[src/rtl/fnf_exerciser.sv]
// On-chip exerciser for the registered NAND cell: drives vectors, checks OutputPad against a golden pipeline.
// Define FNF_EXERCISER_LFSR_EN to source stimulus from an 8-bit LFSR instead of a 2-bit counter.
module fnf_exerciser #(
    parameter int NUM_VECTORS = 256,
    parameter int LATENCY     = 3,
    parameter int COUNT_W     = 16
) (
    input  logic               Clock,
    input  logic               Reset,
    input  logic               Start,
    input  logic               OutputPad,
    output logic               Input1,
    output logic               Input2,
    output logic               Busy,
    output logic               Done,
    output logic               Pass,
    output logic [COUNT_W-1:0] ErrorCount,
    output logic [COUNT_W-1:0] VectorCount
);

    localparam int IDX_W = ($clog2(NUM_VECTORS + 1) < 2) ? 2 : $clog2(NUM_VECTORS + 1);
    localparam int DRN_W = ($clog2(LATENCY) < 1) ? 1 : $clog2(LATENCY);
    localparam logic [IDX_W-1:0] IDX_END    = IDX_W'(NUM_VECTORS);
    localparam logic [DRN_W-1:0] DRAIN_LAST = DRN_W'((LATENCY >= 2) ? LATENCY - 2 : 0);

    typedef enum logic [1:0] {S_IDLE, S_RUN, S_DRAIN, S_DONE} state_t;

    state_t             state_q, state_d;
    logic [IDX_W-1:0]   idx_q, idx_d;
    logic [DRN_W-1:0]   drain_q, drain_d;
    logic               in1_q, in1_d, in2_q, in2_d;
    logic [COUNT_W-1:0] err_q, err_d, vcnt_q, vcnt_d;
    logic [LATENCY-1:0] pv_q, pv_d, pe_q, pe_d;

    logic       start_run;
    logic       drive;
    logic [1:0] vec_bits;

    // idx_q counts vectors already driven; RUN ends on the edge after the last one is driven.
    always_comb begin
        start_run = ((state_q == S_IDLE) || (state_q == S_DONE)) && Start;
        drive     = start_run || ((state_q == S_RUN) && (idx_q != IDX_END));
    end

`ifdef FNF_EXERCISER_LFSR_EN
    logic [7:0] lfsr_q, lfsr_d, lfsr_src;

    always_comb begin
        lfsr_src = start_run ? 8'h01 : lfsr_q;
        vec_bits = lfsr_src[1:0];
        lfsr_d   = lfsr_q;
        if (drive) begin
            lfsr_d = {lfsr_src[6:0], lfsr_src[7] ^ lfsr_src[5] ^ lfsr_src[4] ^ lfsr_src[3]};
        end
    end

    always_ff @(posedge Clock) begin
        if (Reset) begin
            lfsr_q <= 8'h01;
        end else begin
            lfsr_q <= lfsr_d;
        end
    end
`else
    always_comb begin
        vec_bits = start_run ? 2'b00 : idx_q[1:0];
    end
`endif

    always_comb begin
        // NOTE: every signal gets a default before any branch so no latch is inferred.
        state_d = state_q;
        idx_d   = idx_q;
        drain_d = drain_q;
        in1_d   = 1'b0;
        in2_d   = 1'b0;
        err_d   = err_q;
        vcnt_d  = vcnt_q;

        pv_d[0] = drive;
        pe_d[0] = ~(vec_bits[1] & vec_bits[0]);
        for (int i = 1; i < LATENCY; i++) begin
            pv_d[i] = pv_q[i-1];
            pe_d[i] = pe_q[i-1];
        end

        if (drive) begin
            in1_d  = vec_bits[1];
            in2_d  = vec_bits[0];
            idx_d  = idx_q + IDX_W'(1);
            vcnt_d = vcnt_q + COUNT_W'(1);
        end

        if (pv_q[LATENCY-1] && (OutputPad != pe_q[LATENCY-1]) && (err_q != '1)) begin
            err_d = err_q + COUNT_W'(1);
        end

        case (state_q)
            S_IDLE, S_DONE: begin
                if (start_run) begin
                    state_d = S_RUN;
                    idx_d   = IDX_W'(1);
                    vcnt_d  = COUNT_W'(1);
                    err_d   = '0;
                end
            end
            S_RUN: begin
                if (idx_q == IDX_END) begin
                    state_d = (LATENCY == 1) ? S_DONE : S_DRAIN;
                    drain_d = DRAIN_LAST;
                end
            end
            S_DRAIN: begin
                if (drain_q == '0) begin
                    state_d = S_DONE;
                end else begin
                    drain_d = drain_q - DRN_W'(1);
                end
            end
            default: state_d = S_IDLE;
        endcase
    end

    always_ff @(posedge Clock) begin
        if (Reset) begin
            state_q <= S_IDLE;
            idx_q   <= '0;
            drain_q <= '0;
            in1_q   <= 1'b0;
            in2_q   <= 1'b0;
            err_q   <= '0;
            vcnt_q  <= '0;
            pv_q    <= '0;
        end else begin
            state_q <= state_d;
            idx_q   <= idx_d;
            drain_q <= drain_d;
            in1_q   <= in1_d;
            in2_q   <= in2_d;
            err_q   <= err_d;
            vcnt_q  <= vcnt_d;
            pv_q    <= pv_d;
        end
    end

    // NOTE: expected bits need no reset; their valid bits gate every compare.
    always_ff @(posedge Clock) begin
        pe_q <= pe_d;
    end

    assign Input1      = in1_q;
    assign Input2      = in2_q;
    assign Busy        = (state_q == S_RUN) || (state_q == S_DRAIN);
    assign Done        = (state_q == S_DONE);
    assign Pass        = Done && (err_q == '0);
    assign ErrorCount  = err_q;
    assign VectorCount = vcnt_q;

endmodule
[config.mk]
export PLATFORM = sky130hd
export DESIGN_NAME = fnf_exerciser
export DESIGN_NICKNAME = d
export VERILOG_FILES = /design/src/rtl/fnf_exerciser.sv
export SDC_FILE = /design/constraint.sdc
export NUM_CORES = 1
export LEC_CHECK = 0
export BUFFER_PORTS_ARGS = -buffer_cell sky130_fd_sc_hd__clkbuf_2
export CAP_MARGIN = 20
export CORE_MARGIN = 2
export CORE_UTILIZATION = 31
export DETAILED_ROUTE_END_ITERATION = 16
export SLEW_MARGIN = 10
export SYNTH_ARGS = -nofsm -noshare
export SYNTH_HDL_FRONTEND = slang
export SYNTH_SLANG_ARGS = --single-unit
[constraint.sdc]
create_clock -name Clock -period 2.55 [get_ports Clock]
set_clock_uncertainty 0.2 [all_clocks]
set_input_delay 0 -clock Clock [delete_from_list [all_inputs] [get_ports Clock]]
set_output_delay 0 -clock Clock [all_outputs]
set_load 0.05 [all_outputs]
Word-level counts from Yosys, hierarchy flattened
Index checks and enable logic that the tools add are counted.

Bits in registers: 53. Input port bits: 4. Output and inout port bits: 37. Logic and storage cells: 60.

Add/sub/neg operators: 4. Eq/ne operators: 11. Multiplexer cells: 17. Bitwise gates (word level): 3. Reduce and logical (&&, ||, !) cells: 16.

Operators with widths (count): 16-bit two-way mux (6); 16-bit by 1-bit adder with 16-bit output (second input constant) (2); 9-bit two-way mux (3); 16-bit logical NOT (1); 16-bit != test (second input constant) (1); 2-bit two-way mux (6); 9-bit by 1-bit adder with 9-bit output (second input constant) (1); 9-bit equality test (second input constant) (1); 9-bit != test (second input constant) (1); 2-bit != test (second input constant) (4); 2-bit case mux with 3 select lines (1); 3-bit AND reduction (2); 1-bit logical AND (5); 2-bit equality test (second input constant) (2); 2-bit logical NOT (2); 2-bit case mux with 2 select lines (1); 2-bit OR reduction (2); 1-bit logical OR (3); 2-bit by 1-bit equality test with 1-bit output (second input constant) (1); 1-bit NOT (2); 2-bit nonzero test (1); 2-bit by 1-bit subtractor with 2-bit output (second input constant) (1); 1-bit AND (1); 1-bit != test (1).

Logic depth before layout (Yosys ltp)
Word-level depth: 7. Gate-level depth with buffers: 7. Depth with buffers taken out: 6.

Worst setup path after synthesis
No wires, ideal clock.

Path type: register to register. Start point: register err_q[0], in the netlist ErrorCount[0]. End point: register err_q[3], in the netlist ErrorCount[3]. Library setup time: 0.070 ns. Arrival: 1.965 ns. Required time: 2.280 ns. Path slack: 0.315 ns. Cell stages (with the launch flop): 7. Buffers on the path: 1. Clock period less this slack: 2.235 ns. Cell sequence: dfxtp_1 ha_1 and3_1 and4_1 clkbuf_1 or4_1 a21oi_1.

Longest elaborated chain between the ends: 5. Elaborated cells on any way between the ends: 6. Classes of those cells: add/sub (1); eq/ne (1); mux (3); reduce/logical (1).

Ends and longest elaborated chain: from (decl) (line 32) `logic [COUNT_W-1:0] err_q, err_d, vcnt_q, vcnt_d;`; from (signal assigned) (line 140) `err_q <= err_d;`; branches (longest 2 deep; another with 16-bit by 1-bit adder with 16-bit output); 16-bit two-way mux (*) (line 94) `if (pv_q[LATENCY-1] && (OutputPad != pe_q[LATENCY-1]) && (err_q != '1)) begin`; 16-bit two-way mux (line 100) `if (start_run) begin`; 16-bit two-way mux (*) (line 98) `case (state_q)`.

Every way passes the cells marked *. A chain may end at the register's enable or synchronous reset.

Worst setup path in the final report
Start point: register idx_q[2]. End point: register drain_q[0].

Longest elaborated chain between the ends: 3.

Ends and longest elaborated chain: from (decl) (line 29) `logic [IDX_W-1:0] idx_q, idx_d;`; from (signal assigned) (line 136) `idx_q <= idx_d;`; 9-bit equality test (line 108) `if (idx_q == IDX_END) begin`; 2-bit != test (no line); 3-bit AND reduction (no line); to (signal assigned) (line 137) `drain_q <= drain_d;`; to (decl) (line 30) `logic [DRN_W-1:0] drain_q, drain_d;`.

No other way between the ends.

==> results.toml <==
[status]
result_of_the_run = "completed"

[synthesis]
asyncSetResetFlopFracSynth = 0
synth_most_common_cell = "sky130_fd_sc_hd__dfxtp_1"
synth.top_cell.area_share = 0.3942
synth_enable_flop_cells = 0
xor_xnor_share_of_the_synthesized_area = 0.03580
yosys_register_bits = 53
count_of_yosys_warnings_during_synthesis = 0
synth_area_um2 = 2691
synth.largest_area_cell = "sky130_fd_sc_hd__dfxtp_1"
synth_top_flop_cell = "sky130_fd_sc_hd__dfxtp_1"
synth_commonest_cells = "sky130_fd_sc_hd__dfxtp_1, sky130_fd_sc_hd__a21oi_1, sky130_fd_sc_hd__nand2_1"
synthSimpleGateAreaFrac = 0.2552
synthTopCellsByArea = "sky130_fd_sc_hd__dfxtp_1, sky130_fd_sc_hd__a21oi_1, sky130_fd_sc_hd__ha_1"
syn-num-nets = 319
syn-instance-count = 306
postSynthAreaPerCell_um2 = 8.795
post_synth_mux_area_share = 0.02232
synth_adder_area_share = 0.04184
synth_compound_gate_area_share = 0.2106
ys_types = 50
combinational_family_with_the_most_area_after_synthesis = "simple AND/OR/NAND/NOR gates"
synth_sequential_area_ratio = 0.3942

[sta]
tns_ps = 0
timing.final.max_slew_violations = 0
maxSlewHeadroom = 0.6135
achievable-frequency_mhz = 472.6
worst_slew_pin_slew_ps = 579.8
fin_crit_sh = 0.8298
post-route-min-period_ps = 2116
report.final.setup_viol = 0
unrepaired_setup_endpoints_after_global_routing = "no"
final_hold_viol_count = 0

[drt]
route.antenna.remaining_nets = 0
firstDrtPassIters = 4
detail_route.iter0.violations = 54
average_wire_length_per_cell_after_detail_routing_um = 14.05
route.final.wire_length_um = 6352
vias_per_cell = 5.427
remaining_drcs = 0
routed-via-count = 2453

[setup_path]
arrival_ps = 2130
worst_path_largest_cell_delay_ps = 710
crit_fanout = 9
cp_data_required_time_ps = 2560
timing.critical_path.slowest_stage_cell = "sky130_fd_sc_hd__or4_1"
worstSetupStartpointType = "flop"
crit_chain = "or4_1 > o21ai_4 > buf_4 > o21ai_2 > a221oi_2"
endpoint_kind = "flop"
cp_num_buf_inv = 1
critical_path_class = "flop to flop"
critical_path.top_delay_family = "simple AND/OR/NAND/NOR gates"

[clocking]
clk_pin_slew_ps = 100
ctsHtreeMaxLevel = 2
post_cts_setup_repair_buffer_count = 0
numCtsBuffers = 5
maximum_clock_path_buffer_count = 2
cts.sink_count = 53
tritoncts = "done"
clockRootBuffer = "sky130_fd_sc_hd__clkbuf_8"
cts_resized = 0
clkLatencyLatePin_ps = 310

[global_route]
groute.usage.overall = 0.1361
initial_antenna_violation_count = 0
grt_start_max_net_pins = 26
grt_pass1_wl_um = 10900
grt-ovfl-total = 0
grt_pass1_vias = 2284

[power]
power_leakage_uw = 0.001118
power_frac_seq = 0.421
power.density_nw_per_um2 = 715.4
comb_power_share = 0.331
p_sw_uw = 829.2
switching_share_of_total_power = 0.3712
irDropWorstVdd_mv = 0.3651
internal_pwr_total_uw = 1405
power.share.clock = 0.248

[die]
design.die.area_um2 = 9443
design.core.area_um2 = 8299
initial_utilization = 0.3243
top_level_port_count = 41
chip_height_um = 97.18
floorplan.rows = 33
chipWidth_um = 97.18

[placed_design]
place_inst = 444
gp_routability_congestion = 0.7817
place.detailed.hpwl_um = 4470
numPortBuffers = 40

[cells_and_area]
final_layout_size_suffix_gt1_frac = 0.1758
instances_no_fill = 452
final_nets = 360
number_of_inserted_diodes = 0
areaGrowthSynthToFinish_pct = 16.04

[run]
cap_violations = 0

[worst_hold_path]
class_of_the_tightest_hold_or_removal_check = "input port to flop"
[power by group through the flow]
stage / Sequential (µW) / Combinational [µW] / Clock (µW)
global placement: 956 / 720 / 0
finish: 941 / 739 / 555
detailed placement: 960 / 734 / 0
CTS: 940 / 743 / 574
global route: 951 / 804 / 606
floorplan: 991 / 527 / 0
[routing by layer]
layer	routed length, µm	up-vias	global-route usage	share of wire
met3	239	10	0.02734	0.038
li1	-	1234	-	-
met4	96	0	0.04442	0.015
met1	3077	1161	0.1805	0.48
met5	0	-	0	0
met2	2938	48	0.2217	0.46
[worst min-delay path, stage by stage]
cell and delay, ps:
sky130_fd_sc_hd__clkbuf_2 140, sky130_fd_sc_hd__a2bb2oi_1 200, sky130_fd_sc_hd__nand2b_1 80, sky130_fd_sc_hd__a21oi_1 50
[repair_timing]
item	CTS	global route
setup endpoints to repair	0	0
endpoints found under the hold margin	9	0
hold buffers	1	0
[final timing paths]
kind         startpoint    endpoint  slack [ps]  cells past startpoint
max reg2reg    idx_q[2]  drain_q[0]         430                      5
min               Start  state_q[0]           9                      4
max            idx_q[2]  drain_q[0]         430                      5
min reg2reg     pe_q[1]     pe_q[2]         140                      0
[per-stage QoR]
step                      hold slack (ps)  power [µW]    util  instance area, µm²  setup slack (ps)
after floorplan                     74.61        1518       -                2691             315.0
after global placement              114.3        1676  0.3626                3009             545.4
after detailed placement            113.8        1694  0.3626                3009             467.2
after CTS                           8.983        2257  0.3763                3123             428.3
after global routing                23.34        2361  0.3763                3123             266.1
final                               9.455        2234  0.3763                3123             434.1
[placed cells by master (no fill, tap or decap), types with 2 or more instances in the layout]
cell,netlist,layout
sky130_fd_sc_hd__clkbuf_2,0,40
sky130_fd_sc_hd__nand2_1,29,29
sky130_fd_sc_hd__clkbuf_8,0,5
sky130_fd_sc_hd__and4_1,11,11
sky130_fd_sc_hd__a2111o_1,5,5
sky130_fd_sc_hd__and2_1,3,3
sky130_fd_sc_hd__nor2b_1,3,3
sky130_fd_sc_hd__or3_1,3,3
sky130_fd_sc_hd__nor4_1,3,3
sky130_fd_sc_hd__ha_1,9,9
sky130_fd_sc_hd__mux2i_1,6,6
sky130_fd_sc_hd__a21o_1,2,2
sky130_fd_sc_hd__dfxtp_1,53,53
sky130_fd_sc_hd__xnor2_1,4,4
sky130_fd_sc_hd__nand2b_1,8,8
sky130_fd_sc_hd__inv_1,11,11
sky130_fd_sc_hd__and3_1,4,4
sky130_fd_sc_hd__nor4b_1,2,2
sky130_fd_sc_hd__o21a_1,2,2
sky130_fd_sc_hd__nor3_1,5,5
sky130_fd_sc_hd__a21oi_1,34,34
sky130_fd_sc_hd__o21ai_0,10,10
sky130_fd_sc_hd__nand3_1,13,13
sky130_fd_sc_hd__nor2_1,10,10
sky130_fd_sc_hd__o31ai_1,9,9
sky130_fd_sc_hd__or4_1,9,9
sky130_fd_sc_hd__o211ai_1,3,3
sky130_fd_sc_hd__buf_4,1,7
sky130_fd_sc_hd__xor2_1,7,7
sky130_fd_sc_hd__nand4_1,16,16
[sequential cells by signal, summed over array words and instances (netlist names)]
signal / count
VectorCount: 16
Input2: 1
state_q: 2
Input1: 1
drain_q: 2
pe_q: 3
pv_q: 3
ErrorCount: 16
idx_q: 9
[area by class of cell]
class | count | area [µm²]
inverter | 11 | 41.29
timing repair buffer | 48 | 262.8
clock buffer | 5 | 68.82
sequential | 53 | 1061
multi-input combinational | 228 | 1523
fill | 853 | 5176
tap | 105 | 131.4
clock inverter | 2 | 35.03
[kinds of logic (layout without fill, tap and decap cells)]
logic type      Yosys count  in the layout
buf+inv                  25             66
compound gates           81             81
mux                       6              6
fa+ha+maj                 9              9
xor+xnor                 11             11
flops                    53             53
simple gates            121            121
Power figures use the tool's default switching activity.
